[config.mk]
export PLATFORM = sky130hd
export DESIGN_NAME = multicycle_control_fsm
export DESIGN_NICKNAME = d
export VERILOG_FILES = /design/src/rtl/multicycle_control_fsm.sv
export SDC_FILE = /design/constraint.sdc
export NUM_CORES = 1
export LEC_CHECK = 0
export CELL_PAD_IN_SITES_DETAIL_PLACEMENT = 1
export CELL_PAD_IN_SITES_GLOBAL_PLACEMENT = 2
export CORE_UTILIZATION = 27
export CTS_CLUSTER_DIAMETER = 30
export DETAILED_ROUTE_END_ITERATION = 6
export GPL_TIMING_DRIVEN = 0
export PLACE_DENSITY_LB_ADDON = 0.3
export SLEW_MARGIN = 20
export SYNTH_ARGS = -nofsm -noshare
export SYNTH_HDL_FRONTEND = slang
export SYNTH_SLANG_ARGS = --single-unit
[constraint.sdc]
create_clock -name clk -period 6 [get_ports clk]
set_input_delay 1.5 -clock clk [delete_from_list [all_inputs] [get_ports clk]]
set_output_delay 1.5 -clock clk [all_outputs]
set_load 0.005 [all_outputs]
[src/rtl/multicycle_control_fsm.sv]
// rtl/multicycle_control_fsm.sv - multicycle MIPS control FSM over a shared req/ready memory port
// Optional retired-instruction counter enabled by defining INSTR_COUNT_EN.
module multicycle_control_fsm #(
    parameter int ALUOP_W  = 3,
    parameter int MAX_WAIT = 15,
    parameter int CNT_W    = 16
) (
    input  logic               clk,
    input  logic               reset,
    input  logic [5:0]         op,
    input  logic [5:0]         funct,
    input  logic               mem_ready,
    output logic               mem_req,
    output logic               mem_read,
    output logic               mem_write,
    output logic               i_or_d,
    output logic               ir_write,
    output logic               pc_write,
    output logic               pc_write_eq,
    output logic               pc_write_ne,
    output logic [1:0]         pc_source,
    output logic               alu_src_a,
    output logic [1:0]         alu_src_b,
    output logic [ALUOP_W-1:0] alu_op,
    output logic               reg_write,
    output logic [1:0]         reg_dst,
    output logic [1:0]         mem_to_reg,
    output logic               illegal_op,
    output logic               bus_error
`ifdef INSTR_COUNT_EN
    ,
    output logic [CNT_W-1:0]   instr_count
`endif
);

    localparam int WAIT_W = $clog2(MAX_WAIT + 1);

    typedef enum logic [3:0] {
        FETCH, DECODE, EXEC_R, R_WB, EXEC_I, I_WB, MEM_ADDR, MEM_RD,
        LW_WB, MEM_WR, BRANCH, JUMP, JR, JAL, ERROR
    } state_t;

    state_t             state, nextState;
    logic [WAIT_W-1:0]  waitCnt;
    logic [ALUOP_W-1:0] immAluOp;
    logic               branchNe;
    logic               memState;
    logic               timeout;

    assign memState = (state == FETCH) || (state == MEM_RD) || (state == MEM_WR);
    assign timeout  = memState && !mem_ready && (waitCnt == WAIT_W'(MAX_WAIT - 1));

    always_comb begin
        nextState = state;
        case (state)
            FETCH:    if (mem_ready) nextState = DECODE; else if (timeout) nextState = ERROR;
            DECODE: begin
                case (op)
                    6'h00:                      nextState = (funct == 6'h08) ? JR : EXEC_R;
                    6'h08, 6'h0c, 6'h0d, 6'h0f: nextState = EXEC_I;
                    6'h23, 6'h2b:               nextState = MEM_ADDR;
                    6'h04, 6'h05:               nextState = BRANCH;
                    6'h02:                      nextState = JUMP;
                    6'h03:                      nextState = JAL;
                    default:                    nextState = ERROR;
                endcase
            end
            EXEC_R:   nextState = R_WB;
            EXEC_I:   nextState = I_WB;
            MEM_ADDR: nextState = (op == 6'h23) ? MEM_RD : MEM_WR;
            MEM_RD:   if (mem_ready) nextState = LW_WB; else if (timeout) nextState = ERROR;
            MEM_WR:   if (mem_ready) nextState = FETCH; else if (timeout) nextState = ERROR;
            R_WB, I_WB, LW_WB, BRANCH, JUMP, JR, JAL: nextState = FETCH;
            ERROR:    nextState = ERROR;
            default:  nextState = ERROR;
        endcase
    end

    always_comb begin
        mem_req = 1'b0; mem_read = 1'b0; mem_write = 1'b0; i_or_d = 1'b0;
        ir_write = 1'b0; pc_write = 1'b0; pc_write_eq = 1'b0; pc_write_ne = 1'b0;
        pc_source = 2'd0; alu_src_a = 1'b0; alu_src_b = 2'd0; alu_op = '0;
        reg_write = 1'b0; reg_dst = 2'd0; mem_to_reg = 2'd0;
        case (state)
            FETCH: begin
                mem_req = 1'b1; mem_read = 1'b1; alu_src_b = 2'd1;
                ir_write = mem_ready; pc_write = mem_ready;
            end
            DECODE:   alu_src_b = 2'd3;
            EXEC_R:   begin alu_src_a = 1'b1; alu_op = ALUOP_W'(3'b111); end
            R_WB:     begin reg_write = 1'b1; reg_dst = 2'd1; end
            EXEC_I:   begin alu_src_a = 1'b1; alu_src_b = 2'd2; alu_op = immAluOp; end
            I_WB:     reg_write = 1'b1;
            MEM_ADDR: begin alu_src_a = 1'b1; alu_src_b = 2'd2; alu_op = ALUOP_W'(3'b011); end
            MEM_RD:   begin mem_req = 1'b1; mem_read = 1'b1; i_or_d = 1'b1; end
            LW_WB:    begin reg_write = 1'b1; mem_to_reg = 2'd1; end
            MEM_WR:   begin mem_req = 1'b1; mem_write = 1'b1; i_or_d = 1'b1; end
            BRANCH: begin
                alu_src_a = 1'b1; alu_op = ALUOP_W'(3'b001); pc_source = 2'd1;
                pc_write_eq = !branchNe; pc_write_ne = branchNe;
            end
            JUMP:     begin pc_write = 1'b1; pc_source = 2'd2; end
            JR:       begin pc_write = 1'b1; pc_source = 2'd3; end
            JAL: begin
                pc_write = 1'b1; pc_source = 2'd2;
                reg_write = 1'b1; reg_dst = 2'd2; mem_to_reg = 2'd2;
            end
            default: ;
        endcase
        // Held reset must not issue a memory access or any architectural write.
        if (!reset) begin
            mem_req = 1'b0; mem_read = 1'b0; mem_write = 1'b0;
            ir_write = 1'b0; pc_write = 1'b0; reg_write = 1'b0;
        end
    end

    always_ff @(posedge clk) begin
        if (!reset) begin
            state      <= FETCH;
            waitCnt    <= '0;
            immAluOp   <= '0;
            branchNe   <= 1'b0;
            illegal_op <= 1'b0;
            bus_error  <= 1'b0;
        end else begin
            state <= nextState;
            if (memState && !mem_ready && !timeout) waitCnt <= waitCnt + 1'b1;
            else                                    waitCnt <= '0;
            // Latch the opcode-dependent controls so later states stay purely Moore.
            if (state == DECODE) begin
                branchNe <= (op == 6'h05);
                case (op)
                    6'h08:   immAluOp <= ALUOP_W'(3'b100);
                    6'h0c:   immAluOp <= ALUOP_W'(3'b110);
                    6'h0d:   immAluOp <= ALUOP_W'(3'b101);
                    6'h0f:   immAluOp <= ALUOP_W'(3'b010);
                    default: immAluOp <= '0;
                endcase
            end
            if (nextState == ERROR && state != ERROR) begin
                if (state == DECODE) illegal_op <= 1'b1;
                else                 bus_error  <= 1'b1;
            end
        end
    end

`ifdef INSTR_COUNT_EN
    always_ff @(posedge clk) begin
        if (!reset)                                     instr_count <= '0;
        else if (nextState == FETCH && state != FETCH) instr_count <= instr_count + 1'b1;
    end
`endif

endmodule

==> impl_metrics.yaml, run 1 <==
floorplanning:
  die_x_um: 69.0
  start_util: 0.280
  design.die.area_um2: 4760
  core_area_um2: 4320
  ioPinCount: 38
  num_rows: 24
  die_h_um: 69.0
yosys:
  synth_top_cell_by_area: "dfxtp_1"
  yosys-top-cells-count: "25 x nor2_1, 14 x a21oi_1, 14 x dfxtp_1, 12 x nand2_1, 11 x nor3_1"
  synth_top_area_share: 0.231
  ys_warn_count: 0
  synth_seq_area_share: 0.231
  ys_top_cells_by_area: "dfxtp_1 23%, nor2_1 7.7%, a21oi_1 5.8%"
  synth_most_common_cell: "nor2_1"
  synth-edff-count: 0
  ys_types: 48
  synthFlopType: "dfxtp_1"
  syn-num-nets: 186
  async_flop_share: 0
  mappedNetlistArea_um2: 1210
  synth_seq_cells: 14
  synth_cells: 169
  avgSynthCellArea_um2: 7.17
timing:
  worst_slew_pin_slew_ps: 693
  finalCritPeriodShare: 0.813
  timing.setup.tns_ps: 0
  setup_viol: 0
  fmax_ghz: 0.205
  fin_hold_ws_ps: 462
  rsz0062_at_grt: "no"
  slew_viol_final: 0
  finalClockSkew_ps: 2.84
  post-route-min-period_ps: 4880
  relSlewSlack: 0.534
  hold_viol_final: 0
worst_setup_path:
  start_kind: "input pin"
  r2r-end: "illegal_op$_SDFFE_PN0P_"
  path_class: "in2out"
  r2r_cells: 6
  r2r-start: "state[2]$_SDFF_PN0_"
  end_kind: "output pin"
  crit_required_ps: 4500
  crit_fanout: 10
  crit_start: "reset"
  reg2reg_slack_ps: 3830
  cp.arrival_ps: 3380
  cp-endpoint: "mem_read"
finish:
  syn2layout_area_growth_pct: 39.6
  diodes: 0
  nNetsFinal: 227
  stdcell_area_um2: 1690
  drive_gt1_frac: 0.0670
  fillers: 545
detailed_routing:
  drc: 0
  drt_iter0_markers: 74
  wire_per_inst_um: 14.8
  dr.pass1.iters: 4
  wirelength_um: 3870
  viasPerCell: 5.24
  via_count: 1368
  final_antenna_net_count: 0
pwr:
  ir_drop_mv: 0.0978
  power_density_nw_per_um2: 377
  p_leak_nw: 0.590
clock_network:
  root_buffer: "clkbuf_8"
  ctsHtreeMaxLevel: 1
  postCtsSetupBuffers: 0
  clk_path_buf_depth: 2
  path_clk_slew_ps: 60
  cts_tree: "yes"
  clock_latency_ps: 240
  numCtsBuffers: 3
  numClockSinks: 14
  post_cts_resize_count: 0
  hold_buffers: 0
global_routing:
  grt_max_degree: 11
  gr-total-overflow: 0
  grt_first_pass_wirelength_um: 6710
  grt_pass1_vias: 1396
  grt_usage: 0.169
  antenna_found_initial: 0
worst_hold_path:
  min_path_type: "reg2reg"
place:
  hpwlAfterDp_um: 3130
  place_congestion: 0.813
  port_buffers: 36
  placed_area_um2: 1640
run_status:
  status: "complete, no violations"
flow_run:
  cap_violations: 0
==> layout make-up <==
type | count | area [µm²] | share of cell area
multi-input combinational | 137 | 850 | 0.502
timing repair buffer | 36 | 360 | 0.213
sequential | 14 | 280 | 0.166
tap | 52 | 65.1 | 0.0384
buffer | 13 | 63.8 | 0.0377
clock buffer | 4 | 55.1 | 0.0325
inverter | 5 | 18.8 | 0.0111
==> sequential cells by signal, indices dropped and copies added, names as in the netlist <==
| register | flops |
|---|---|
| state | 4 |
| immAluOp | 3 |
| bus_error | 1 |
| branchNe | 1 |
| illegal_op | 1 |
| waitCnt | 4 |
==> per-layer routing <==
metal | track usage | share of wire | up-vias
li1 | - | - | 690
met1 | 0.222 | 0.47 | 648
met2 | 0.291 | 0.49 | 28
met3 | 0.0117 | 0.024 | 2
met4 | 0.0544 | 0.0088 | 0
met5 | 0 | 0 | -
==> layout by cell type, fill, tap and decap left out, types with 2 or more instances in the layout <==
cell type	instances
clkdlybuf4s50_1	36
nor2_1	25
a21oi_1	14
dfxtp_1	14
nand2_1	12
nor3_1	11
nor2b_1	8
nand3_1	8
o21ai_0	7
clkbuf_1	6
nand2b_1	6
inv_1	5
a211oi_1	4
clkbuf_8	4
buf_2	3
xnor2_1	3
buf_1	2
and2_1	2
a21o_1	2
nand4b_1	2
a31oi_1	2
a32oi_1	2
a311oi_2	2
a22o_1	2
ha_1	2
==> critical path: stages <==
cell             delay [ps]
clkdlybuf4s50_1         640
inv_1                   160
clkbuf_1                280
nor3_1                  250
clkdlybuf4s50_1         530
==> kinds of logic after synthesis <==
| kind of cell | Yosys count | synth area share |
|---|---|---|
| flip-flops | 14 | 0.231 |
| AO/OA/AOI/OAI | 44 | 0.258 |
| buffers and inverters | 18 | 0.0681 |
| XOR/XNOR | 4 | 0.0289 |
| multiplexers | 1 | 0.00826 |
| adder cells (fa/ha/maj) | 2 | 0.0206 |
| AND/OR/NAND/NOR | 86 | 0.385 |
==> where the power goes <==
group	internal, mW	switching, mW	leakage [nW]	total [mW]
Clock	0.0581	0.0336	0.0288	0.0917
Sequential	0.110	0.0122	0.114	0.122
Combinational	0.202	0.223	0.448	0.424
==> per-stage QoR <==
stage | power (mW) | utilization | std cells | setup WS (ps)
finish | 0.638 | 0.391 | 261 | 1120
floorplan | 0.381 | - | 169 | 2520
global route | 0.686 | 0.391 | 261 | 1010
global placement | 0.538 | 0.379 | 257 | 1120
detailed placement | 0.551 | 0.379 | 257 | 1070
CTS | 0.643 | 0.391 | 261 | 1080
==> how the worst min path moves through the flow <==
stage,end,slack [ps],cells past startpoint,from
final,immAluOp[0]$_SDFFE_PN0P_,460,2,immAluOp[0]$_SDFFE_PN0P_
after floorplan,waitCnt[0]$_SDFF_PN0_,430,1,waitCnt[0]$_SDFF_PN0_
after global placement,waitCnt[0]$_SDFF_PN0_,450,1,waitCnt[0]$_SDFF_PN0_
after global routing,immAluOp[0]$_SDFFE_PN0P_,490,2,immAluOp[0]$_SDFFE_PN0P_
after CTS,immAluOp[0]$_SDFFE_PN0P_,460,2,immAluOp[0]$_SDFFE_PN0P_
after detailed placement,immAluOp[0]$_SDFFE_PN0P_,450,2,immAluOp[0]$_SDFFE_PN0P_
No activity file was read; power rests on OpenSTA's default activity.
==> inputs of run 2 (changes only) <==
- CORE_UTILIZATION: 27 -> 22
- clock period: 6 -> 4.05 ns (I/O delays scaled with it)
==> run 2 against run 1 <==
  * Count of clock-buffer cells in the layout did not move
  * Combinational power increased by 46%
  * Sequential power grew 48%
  * Flip-flop and latch count is the same
  * Final area increased by 1.3%
==> impl_metrics.yaml, run 2 (synthesis gave the netlist of run 1 again) <==
worst_setup_path:
  cp.arrival_ps: 2840
  r2r-end: "illegal_op$_SDFFE_PN0P_"
  slowest_delay_ps: 630
  cpMaxStageDelayCell: "clkdlybuf4s50_1"
  cpMostUsedCell: "clkdlybuf4s50_1"
  cp_num_buf_inv: 4
  path_class: "in2out"
  crit_required_ps: 3040
  cp_top_family: "buffers and inverters"
  crit_chain: "clkdlybuf4s50_1, inv_1, clkbuf_1, nor3_1, clkdlybuf4s50_1"
  start_kind: "input pin"
  reg2reg_slack_ps: 1920
  cp-endpoint: "mem_read"
  cp.depth: 5
  crit_start: "reset"
  end_kind: "output pin"
  r2r_cells: 6
  crit_fanout: 10
  r2r-start: "state[2]$_SDFF_PN0_"
place:
  hpwlAfterDp_um: 3070
  port_buffers: 36
  dp.cells: 275
  place_congestion: 0.859
  placed_area_um2: 1660
finish:
  layout.cells.most_common: "clkdlybuf4s50_1"
  final_core_util: 0.330
  stdcell_area_um2: 1720
  drive_gt1_frac: 0.0670
  nNetsFinal: 227
  syn2layout_area_growth_pct: 41.5
  stdcell_count: 279
  diodes: 0
  layout_common_cells: "36 x clkdlybuf4s50_1, 25 x nor2_1, 14 x a21oi_1, 14 x dfxtp_1, 12 x nand2_1"
  reg_top3: "state: 4 flops, waitCnt: 4 flops, immAluOp: 3 flops"
pwr:
  power_density_nw_per_um2: 548
  p_seq_frac: 0.192
  intPower_mw: 0.547
  comb_power_share: 0.659
  swShare: 0.418
  p_leak_nw: 0.590
  clkPwrFrac: 0.149
  net-switching-power_mw: 0.393
  ir_drop_mv: 0.159
timing:
  finalCritPeriodShare: 0.952
  relSlewSlack: 0.537
  worst_slew_pin_slew_ps: 689
  hold_viol_final: 0
  slew_viol_final: 0
  finalClockSkew_ps: 4.52
  fmax_ghz: 0.259
  timing.setup.tns_ps: 0
  post-route-min-period_ps: 3860
  rsz0062_at_grt: "no"
  fin_hold_ws_ps: 462
  setup_viol: 0
detailed_routing:
  drt_iter0_markers: 48
  dr.pass1.iters: 4
  wirelength_um: 3900
  wire_per_inst_um: 14.0
  viasPerCell: 4.96
  via_count: 1384
  drc: 0
  final_antenna_net_count: 0
clock_network:
  root_buffer: "clkbuf_8"
  ctsHtreeMaxLevel: 1
  postCtsSetupBuffers: 0
  cts_tree: "yes"
  clock_latency_ps: 250
  numClockSinks: 14
  hold_buffers: 0
  post_cts_resize_count: 0
  numCtsBuffers: 3
  path_clk_slew_ps: 60
  clk_path_buf_depth: 2
flow_run:
  cap_violations: 0
global_routing:
  grt_pass1_vias: 1335
  grt_max_degree: 11
  grt_usage: 0.140
  gr-total-overflow: 0
  antenna_found_initial: 0
  grt_first_pass_wirelength_um: 6540
worst_hold_path:
  min_path_type: "reg2reg"
floorplanning:
  die_x_um: 76.2
  core_area_um2: 5200
  num_rows: 26
  ioPinCount: 38
  start_util: 0.233
  design.die.area_um2: 5810
  die_h_um: 76.2
run_status:
  status: "complete, no violations"
## run 2: cell counts in the layout (fill, tap and decap cells not counted)
No cell type changed its count.
## run 2: worst min path at each step
| stage | start | end | slack (ps) | cells past startpoint |
|---|---|---|---|---|
| after detailed placement | waitCnt[0]$_SDFF_PN0_ | waitCnt[0]$_SDFF_PN0_ | 460 | 1 |
| after global placement | waitCnt[0]$_SDFF_PN0_ | waitCnt[0]$_SDFF_PN0_ | 450 | 1 |
| after CTS | immAluOp[0]$_SDFFE_PN0P_ | immAluOp[0]$_SDFFE_PN0P_ | 470 | 2 |
| after global routing | waitCnt[0]$_SDFF_PN0_ | waitCnt[0]$_SDFF_PN0_ | 510 | 1 |
| final | waitCnt[0]$_SDFF_PN0_ | waitCnt[0]$_SDFF_PN0_ | 460 | 1 |
| after floorplan | waitCnt[0]$_SDFF_PN0_ | waitCnt[0]$_SDFF_PN0_ | 430 | 1 |
## run 2: cell type report
cell class / count / area [µm²]
inverters: 5 / 18.8
clock buffers: 4 / 55.1
plain buffers: 13 / 63.8
repair buffers: 36 / 360
fillers: 661 / 3490
multi-input cells: 137 / 850
well taps: 70 / 87.6
flip-flops and latches: 14 / 280
## run 2: metal layers
layer,vias to the layer above,track usage,share of wire
met3,4,0.0180,0.039
met4,0,0.0692,0.018
met2,33,0.210,0.43
met5,-,0,0
li1,695,-,-
met1,652,0.195,0.52
## run 2: power groups by stage
| stage | registers [mW] | clock network (mW) | logic [mW] |
|---|---|---|---|
| 4_1_cts | 0.181 | 0.144 | 0.624 |
| 3_3_place_gp | 0.182 | 0 | 0.628 |
| 2_1_floorplan | 0.179 | 0 | 0.386 |
| 3_5_place_dp | 0.183 | 0 | 0.621 |
| 6_report | 0.180 | 0.140 | 0.619 |
| 5_1_grt | 0.184 | 0.149 | 0.684 |
## run 2: metrics by stage
stage               total power [mW]  setup slack, ps
finish                         0.940              195
global route                    1.02             66.1
CTS                            0.949              168
detailed placement             0.804              167
global placement               0.811              139
floorplan                      0.565             1550
==> inputs of run 3 (changes only) <==
- HOLD_SLACK_MARGIN: unset -> 0.12
==> results of run 3 <==
Same layout as run 2: the final DEF is identical, and so are final timing and power.
==> RTL change: new RTL, flow settings as in run 2 <==
The parameter `ALUOP_W` goes from 3 to 6.
--- a/src/rtl/multicycle_control_fsm.sv
+++ b/src/rtl/multicycle_control_fsm.sv
@@ -1,7 +1,7 @@
 // rtl/multicycle_control_fsm.sv - multicycle MIPS control FSM over a shared req/ready memory port
 // Optional retired-instruction counter enabled by defining INSTR_COUNT_EN.
 module multicycle_control_fsm #(
-    parameter int ALUOP_W  = 3,
+    parameter int ALUOP_W  = 6,
     parameter int MAX_WAIT = 15,
     parameter int CNT_W    = 16
 ) (
Ports: changed (resized alu_op); port bits go from 38 to 41. No check against the original RTL was run, so the function may have changed too.
==> RTL change against run 2 <==
Register-to-register slack better by 0.19 ns; count of clock-buffer cells in the layout unchanged; non-clock buffer count up 2; sequential cell count is the same; cell area rose by 1.8%; worst setup slack improved by 0.025 ns; largest power group unchanged; power is 24% lower; largest cell class unchanged; synthesized area rose by 4.2%; wire length grew 1.8%.
==> RTL change: results (changes against run 2) <==
* Status: finished clean (unchanged)
* Arr. time, crit path at 2.82 ns (was 2.84 ns)
* Cells after Synth at 175 (was 169)
* Distinct cell type count after synthesis at 55 (was 48)
* Worst Setup EP: reg_write (was mem_read)
* Total track usage at 13.6% (was 14.0%)
* Clk_skew at 0.00222 ns (was 0.00452 ns)
* RePlAce Congestion at 0.809 (was 0.859)
* Register-to-Register Path Depth at 6 (unchanged)
* IR drop worst, VDD at 119 µV (was 159 µV)
* IO buf count at 33 (was 36)
* Met2 wire len at 1750 µm (was 1660 µm)
* DRT Pass-1 Iters at 3 (was 4)
* Initial drt markers at 79 (was 48)
* Share of cells above drive strength 1 at 9.81% (was 6.70%)
* Fmax at 261 MHz (was 259 MHz)
* Met3 wire length at 97 µm (was 151 µm)
* Most frequent cells after synthesis: 17 x nor2_1, 14 x dfxtp_1, 14 x nand2_1, 12 x nor3_1 (was 25 x nor2_1, 14 x a21oi_1, 14 x dfxtp_1, 12 x nand2_1, 11 x nor3_1)
* Synth area leaders: dfxtp_1 22%, nor2_1 5.0%, nor3_1 4.8% (was dfxtp_1 23%, nor2_1 7.7%, a21oi_1 5.8%)
* Placed Cells at 282 (was 275)
* Layout Nets at 232 (was 227)
* First-pass GRT wire length at 6600 µm (was 6540 µm)
* Pre-CTS setup slack at 0.211 ns (was 0.167 ns)
* Psw at 281 µW (was 393 µW)
* P_leak at 0.000655 µW (was 0.000590 µW)
* R2r setup slk at 2.11 ns (was 1.92 ns)
* DP HPWL at 3070 µm (about the same)
* Wire per inst at 13.9 µm (was 14.0 µm)
* Wl on met1 at 2080 µm (was 2020 µm)
* Vias in the first global route at 1,337 (was 1,335)
## RTL change: worst min path at each step
stage,start,endpoint,slack [ns],depth (start not counted)
final,waitCnt[0],waitCnt[0],0.46,1
after global routing,immAluOp[2],immAluOp[2],0.50,2
after CTS,waitCnt[0],waitCnt[0],0.47,1
after detailed placement,waitCnt[0],waitCnt[0],0.46,1
after global placement,waitCnt[0],waitCnt[0],0.45,1
after floorplan,waitCnt[0],waitCnt[0],0.43,1
## RTL change: cell families after synthesis
| group | Yosys count | synth area share [%] |
|---|---|---|
| flip-flops | 14 | 22.2 |
| multiplexers | 1 | 0.792 |
| adder cells (fa/ha/maj) | 2 | 1.98 |
| AO/OA/AOI/OAI | 38 | 22.3 |
| other | 1 | 0.297 |
| XOR/XNOR | 4 | 2.77 |
| buffers and inverters | 26 | 10.3 |
| AND/OR/NAND/NOR | 89 | 39.4 |
## RTL change: routing by layer
| metal | GRT usage, % | vias up |
|---|---|---|
| met5 | 0 | - |
| met4 | 4.53 | 0 |
| met3 | 1.18 | 2 |
| met2 | 21.6 | 31 |
| met1 | 19.0 | 639 |
| li1 | - | 701 |
## RTL change: per-stage QoR
| stage | instance area (µm²) | hold slack [ns] | util, % |
|---|---|---|---|
| finish | 1750 | 0.460 | 31.7 |
| global placement | 1690 | 0.447 | 30.7 |
| detailed placement | 1690 | 0.456 | 30.7 |
| global route | 1750 | 0.500 | 31.7 |
| CTS | 1750 | 0.470 | 31.7 |
| floorplan | 1270 | 0.430 | - |
## RTL change: layout make-up
class                           instances  area (µm²)
Inverter                                8        30.0
Timing Repair Buffer                   33         330
Sequential cell                        14         280
Buffer                                 18         100
Fill cell                             685        3760
Multi-Input combinational cell        137         861
Tap cell                               72        90.1
Clock buffer                            4        55.1
## RTL change: power groups by stage
| stage | Combinational, µW | Clock, µW | Sequential, µW |
|---|---|---|---|
| floorplan | 235 | 0 | 170 |
| detailed placement | 401 | 0 | 179 |
| finish | 401 | 134 | 176 |
| global placement | 402 | 0 | 178 |
| global route | 444 | 146 | 179 |
| CTS | 403 | 138 | 176 |
